--- config.mk ---
export PLATFORM = sky130hd
export DESIGN_NAME = icache_controller
export DESIGN_NICKNAME = d
export VERILOG_FILES = /design/src/rtl/icache_controller.sv
export SDC_FILE = /design/constraint.sdc
export NUM_CORES = 2
export LEC_CHECK = 0
export CAP_MARGIN = 20
export CORE_MARGIN = 2
export CORE_UTILIZATION = 41
export DETAILED_ROUTE_END_ITERATION = 8
export PLACE_DENSITY = 0.59
export SLEW_MARGIN = 20
export SYNTH_ARGS = -nofsm -noshare
export SYNTH_HDL_FRONTEND = slang
export SYNTH_SLANG_ARGS = --single-unit
--- constraint.sdc ---
create_clock -name CLOCK -period 5.5 [get_ports CLOCK]
set_input_delay 1.65 -clock CLOCK [delete_from_list [all_inputs] [get_ports CLOCK]]
set_output_delay 1.65 -clock CLOCK [all_outputs]
set_load 0.1 [all_outputs]
--- src/rtl/icache_controller.sv ---
// -----------------------------------------------------------------------------
// icache_controller
//   Direct-mapped instruction cache sitting between the fetch stage and a
//   128-bit-block instruction memory. A hit returns the 32-bit word in the same
//   cycle. A miss stalls fetch, reads the whole block from memory and fills the
//   line. After that, the lookup is repeated in IDLE.
//
// Ports
//   CLOCK          in   1    clock, all state updates on posedge
//   RESET          in   1    asynchronous active-low reset
//   PC_ADDRESS     in   32   byte address to fetch ([1:0] ignored)
//   FLUSH          in   1    single-cycle pulse, invalidate every line
//   INSTRUCTION    out  32   fetched word, NOP_INSTR while stalled
//   CPU_BUSYWAIT   out  1    stall request to the fetch stage
//   MEM_READ       out  1    block read request
//   MEM_ADDRESS    out  28   latched block address (PC[31:4] of the miss)
//   MEM_READDATA   in   128  block from memory, byte 0 in [7:0]
//   MEM_BUSYWAIT   in   1    memory busy (rises after READ seen)
//   MISS_COUNT     out  16   completed line fills, saturating
//
// state      | meaning
// -----------+--------------------------------------------------------------
// S_IDLE     | lookup on PC_ADDRESS; a hit is served, a miss latches the block
// S_MEM_READ | READ held high; wait for memory busy to fall
// S_UPDATE   | write captured block + tag into the line, count the fill
// -----------------------------------------------------------------------------
module icache_controller #(
    parameter int          INDEX_BITS = 3,
    parameter logic [31:0] NOP_INSTR  = 32'h0000_0013
) (
    input  logic         CLOCK,
    input  logic         RESET,
    input  logic [31:0]  PC_ADDRESS,
    input  logic         FLUSH,
    output logic [31:0]  INSTRUCTION,
    output logic         CPU_BUSYWAIT,
    output logic         MEM_READ,
    output logic [27:0]  MEM_ADDRESS,
    input  logic [127:0] MEM_READDATA,
    input  logic         MEM_BUSYWAIT,
    output logic [15:0]  MISS_COUNT
);

    localparam int LINES = 1 << INDEX_BITS;
    localparam int TAG_W = 28 - INDEX_BITS;

    typedef enum logic [1:0] {
        S_IDLE     = 2'd0,
        S_MEM_READ = 2'd1,
        S_UPDATE   = 2'd2
    } state_t;

    state_t                          state_q, state_d;
    logic [27:0]                     addr_q, addr_d;
    logic                            first_q, first_d;
    logic                            drop_q, drop_d;
    logic [127:0]                    block_q, block_d;
    logic [15:0]                     miss_count_q, miss_count_d;
    logic [LINES-1:0]                valid_q, valid_d;
    logic [LINES-1:0][TAG_W-1:0]     tag_q, tag_d;
    logic [LINES-1:0][127:0]         data_q, data_d;

    logic [1:0]                      pc_word;
    logic [INDEX_BITS-1:0]           pc_index;
    logic [TAG_W-1:0]                pc_tag;
    logic [INDEX_BITS-1:0]           fill_index;
    logic [TAG_W-1:0]                fill_tag;
    logic                            hit;
    logic                            unused_pc_bits;

    assign pc_word        = PC_ADDRESS[3:2];
    assign pc_index       = PC_ADDRESS[3+INDEX_BITS:4];
    assign pc_tag         = PC_ADDRESS[31:4+INDEX_BITS];
    assign fill_index     = addr_q[INDEX_BITS-1:0];
    assign fill_tag       = addr_q[27:INDEX_BITS];
    assign unused_pc_bits = ^PC_ADDRESS[1:0];

    assign hit          = valid_q[pc_index] && (tag_q[pc_index] == pc_tag);
    assign CPU_BUSYWAIT = !((state_q == S_IDLE) && hit);
    assign INSTRUCTION  = CPU_BUSYWAIT ? NOP_INSTR
                                       : data_q[pc_index][{pc_word, 5'b00000} +: 32];
    assign MEM_READ     = (state_q == S_MEM_READ);
    assign MEM_ADDRESS  = addr_q;
    assign MISS_COUNT   = miss_count_q;

    always_comb begin
        state_d      = state_q;
        addr_d       = addr_q;
        first_d      = first_q;
        drop_d       = drop_q;
        block_d      = block_q;
        miss_count_d = miss_count_q;
        valid_d      = valid_q;
        tag_d        = tag_q;
        data_d       = data_q;

        case (state_q)
            S_IDLE: begin
                if (!hit) begin
                    state_d = S_MEM_READ;
                    addr_d  = PC_ADDRESS[31:4];
                    first_d = 1'b1;
                end
            end
            S_MEM_READ: begin
                // Memory raises busy only after it has seen READ, so a low
                // busy in the first request cycle is not a completion.
                if (first_q) begin
                    first_d = 1'b0;
                end else if (!MEM_BUSYWAIT) begin
                    block_d = MEM_READDATA;
                    state_d = S_UPDATE;
                end
                // A fence.i during the fill must not let stale data become valid.
                if (FLUSH) begin
                    drop_d = 1'b1;
                end
            end
            S_UPDATE: begin
                data_d[fill_index]  = block_q;
                tag_d[fill_index]   = fill_tag;
                valid_d[fill_index] = !drop_q;
                if (miss_count_q != 16'hFFFF) begin
                    miss_count_d = miss_count_q + 16'd1;
                end
                drop_d  = 1'b0;
                state_d = S_IDLE;
            end
            default: begin
                state_d = S_IDLE;
            end
        endcase

        // Applied last so a flush coinciding with UPDATE leaves the line invalid.
        if (FLUSH) begin
            valid_d = '0;
        end
    end

    always_ff @(posedge CLOCK or negedge RESET) begin
        if (!RESET) begin
            state_q      <= S_IDLE;
            addr_q       <= '0;
            first_q      <= 1'b0;
            drop_q       <= 1'b0;
            block_q      <= '0;
            miss_count_q <= '0;
            valid_q      <= '0;
            tag_q        <= '0;
            data_q       <= '0;
        end else begin
            state_q      <= state_d;
            addr_q       <= addr_d;
            first_q      <= first_d;
            drop_q       <= drop_d;
            block_q      <= block_d;
            miss_count_q <= miss_count_d;
            valid_q      <= valid_d;
            tag_q        <= tag_d;
            data_q       <= data_d;
        end
    end

endmodule

==> results.sh <==
export IMPL_grt_total_usage=0.2011
export IMPL_dieHeight_um=392.4
export IMPL_root_buffer="clkbuf_16"
export IMPL_syn_to_final_growth_pct=18.45
export IMPL_antenna_found_initial=10
export IMPL_finalPower_mw=35.24
export IMPL_drive_gt1_frac=0.5443
export IMPL_r2r_slack_ns=2.21
export IMPL_violations="negative setup slack"
export IMPL_multi_input_area_um2=25850
export IMPL_regArea_um2=35230
export IMPL_synth_top_family_by_area="multiplexers"
export IMPL_gp_congestion=0.7230
export IMPL_start_util=0.4130
export IMPL_min_period_ns=6.383
export IMPL_avgSynthCellArea_um2=16.87
export IMPL_cp_common_cell="buf_4"
export IMPL_worst_ir_drop_vdd_mv=0.4444
export IMPL_cp_required_ns=3.85
export IMPL_timing_rr_end="MEM_ADDRESS[6]$_DFFE_PN0P_"
export IMPL_final_common_cell="dfrtp_1"
export IMPL_grt_setup_unrepaired="yes"
export IMPL_hold_viol=0
export IMPL_worst_pin_slew_ns=1.121
export IMPL_hold_class="register to register"
export IMPL_post_place_cells=5790
export IMPL_cp_arrival_ns=4.73
export IMPL_wl_per_cell_um=24.72
export IMPL_nFillCells=12730
export IMPL_clk_pin_slew_ns=0.05
export IMPL_place_hpwl_um=84070
export IMPL_core_area_um2=149800
export IMPL_whs_ns=0.4972
export IMPL_worstSetupPathType="input port to output pin"
export IMPL_grt_start_max_net_pins=150
export IMPL_cts_inserted_buffers=157
export IMPL_ys_seq_area_frac=0.5695
export IMPL_holdBufCountCts=0
export IMPL_end_kind="output pin"
export IMPL_fin_cells=6088
export IMPL_setup_ws_ns=-0.8826
export IMPL_syn_nets=3831
export IMPL_min_from="data_q[311]$_DFFE_PN0P_"
export IMPL_muxShareOfSynthArea=0.3947
export IMPL_drv_slew=0
export IMPL_num_vias=33360
export IMPL_synth_simple_area_share=0.009142
export IMPL_firstDrtPassIters=4
export IMPL_power_density_nw_per_um2=480.9
export IMPL_num_rows=142
export IMPL_drc_errors=0
export IMPL_top_level_ports=242
export IMPL_clockBufferDepth=3
export IMPL_placed_cell_area_um2=67700
export IMPL_finalCritPeriodShare=1.160
export IMPL_cts_sinks=1408
export IMPL_synth_compound_area_frac=0.004045
export IMPL_reg2reg_depth=13
export IMPL_cp_max_fo=8
export IMPL_final_cell_mix="dfrtp_1 (1,408), mux2_2 (1,398), mux4_2 (354), clkdlybuf4s50_1 (198), clkbuf_16 (160)"
export IMPL_timing_rr_start="tag_q[178]$_DFFE_PN0P_"
export IMPL_grt_first_pass_wirelength_um=233100
export IMPL_cts_tree="built"
export IMPL_grt_ovfl_total=0
export IMPL_synthDistinctLibCells=40
export IMPL_crit_slowest_cell="mux4_2"
export IMPL_min_to="data_q[311]$_DFFE_PN0P_"
export IMPL_fmax_mhz=156.7
export IMPL_dieArea_um2=154000
export IMPL_syn_inst=3666
export IMPL_clk_latency_ns=0.80
export IMPL_finalNetCount=4111
export IMPL_ant_nets=0
export IMPL_slew_headroom=0.2500
export IMPL_synth_edff_count=0
export IMPL_maxCapViolations=0
export IMPL_skew_ns=0.04219
export IMPL_final_setup_viol_count=33
export IMPL_synth_xor_area_share=0.004672
export IMPL_die_x_um=392.4
export IMPL_final_cell_area_um2=73280
export IMPL_synthesis_area_um2=61860
export IMPL_synth_area_leader_cell="dfrtp_1"
export IMPL_path_cells="buf_16 > mux4_2 > mux2i_1 > xor2_1 > buf_4 > nand4_1 > nor4_2 > buf_4 > nand4_1 > buf_4 > or3_4 > buf_12 > buf_16 > nor2_4 > buf_12"
export IMPL_min_path_cells=1
export IMPL_ys_ff_latch=1408
export IMPL_synthAdderAreaFrac=0.0002023
export IMPL_status="finished, violations left"
export IMPL_synthTopCellsByArea="dfrtp_1 (57%), mux2_2 (25%), mux4_2 (13%)"
export IMPL_vias_per_cell=5.480
export IMPL_drt_wl_total_um=150500
export IMPL_fin_setup_tns_ns=-27.97
export IMPL_htree_levels=4
export IMPL_max_stage_delay_ns=0.49
export IMPL_portBuffers=239
export IMPL_async_flop_share=1.000
export IMPL_leakage_nw=33.47
export IMPL_grt_pass1_vias=36370
export IMPL_yosys_warnings=0
export IMPL_synth_ff_type="dfrtp_1"
export IMPL_worstSetupStartpointType="input port"
export IMPL_netlist_area_leader_share=0.5695
export IMPL_drtIter0Drc=1559
-- cells in the mapped netlist (all sizes together), types with 4 or more instances --
master	number
mux2i	64
nand3	10
nor2b	8
xnor2	17
clkbuf	180
o22ai	7
mux4	356
nand4	11
or3	7
mux2	1398
a22o	5
a21oi	9
nor4	4
dfrtp	1408
o21ai	8
nor2	51
buf	70
xor2	16
nand2	11
-- routing by layer --
| layer | vias to the layer above | global-route usage | part of all wire |
|---|---|---|---|
| met5 | - | 0 | 0.00031 |
| met4 | 8 | 0.04923 | 0.018 |
| met2 | 515 | 0.3240 | 0.48 |
| met1 | 18260 | 0.2826 | 0.46 |
| met3 | 192 | 0.03662 | 0.042 |
| li1 | 14390 | - | - |
-- what timing repair did --
item,CTS,global route
cloned,4,1
resized for setup,24,3
setup buffers,4,4
pin swaps,14,8
setup endpoints to repair,33,33
-- layout make-up --
cell class / count / share of cell area
flip-flops and latches: 1408 / 0.4808
multi-input cells: 2005 / 0.3528
clock buffers: 239 / 0.06413
repair buffers: 371 / 0.06029
well taps: 2016 / 0.03442
clock inverters: 45 / 0.007393
inverters: 3 / 0.0001537
diodes: 1 / 0.00003415
-- flip-flops by register name, summed over array words and instances, names as in the netlist --
name and cells:
data_q 1024, tag_q 200, block_q 128, MEM_ADDRESS 28, MISS_COUNT 16, valid_q 8
state_q 2, drop_q 1, first_q 1
-- stage by stage --
step	util	worst slack [ns]
after CTS	0.4887	-0.9330
after global routing	0.4892	-0.9992
final	0.4893	-0.8826
after detailed placement	0.4520	-1.240
after global placement	0.4520	-1.225
after floorplan	-	-0.5035
-- report_power, final --
part / total [mW] / internal (mW) / switching, mW
combinational: 8.21 / 4.79 / 3.42
sequential: 16.5 / 13.7 / 2.81
clock: 10.5 / 6.13 / 4.39
total: 35.2 / 24.6 / 10.6
-- how the worst max path moves through the flow --
stage / startpoint / to / cells past startpoint
2_1_floorplan: PC_ADDRESS[4] / INSTRUCTION[22] / 12
3_3_place_gp: PC_ADDRESS[5] / INSTRUCTION[14] / 12
3_5_place_dp: PC_ADDRESS[5] / INSTRUCTION[5] / 12
4_1_cts: PC_ADDRESS[4] / INSTRUCTION[6] / 15
5_1_grt: PC_ADDRESS[5] / INSTRUCTION[6] / 14
6_report: PC_ADDRESS[4] / INSTRUCTION[6] / 15
-- kinds of logic after synthesis --
family          count (synthesis)
xor+xnor                       33
flops                        1408
simple gates                  115
mux                          1818
compound gates                 38
buf+inv                       253
fa+ha+maj                       1
-- critical path, delay by kind of cell --
family                    cells  cell delay [ns]
muxes                         2             0.66
and+or+nand+nor               5             0.99
xor gates and xnor gates      1             0.22
buffers and inverters         7             1.16
Power figures use the tool's default switching activity.
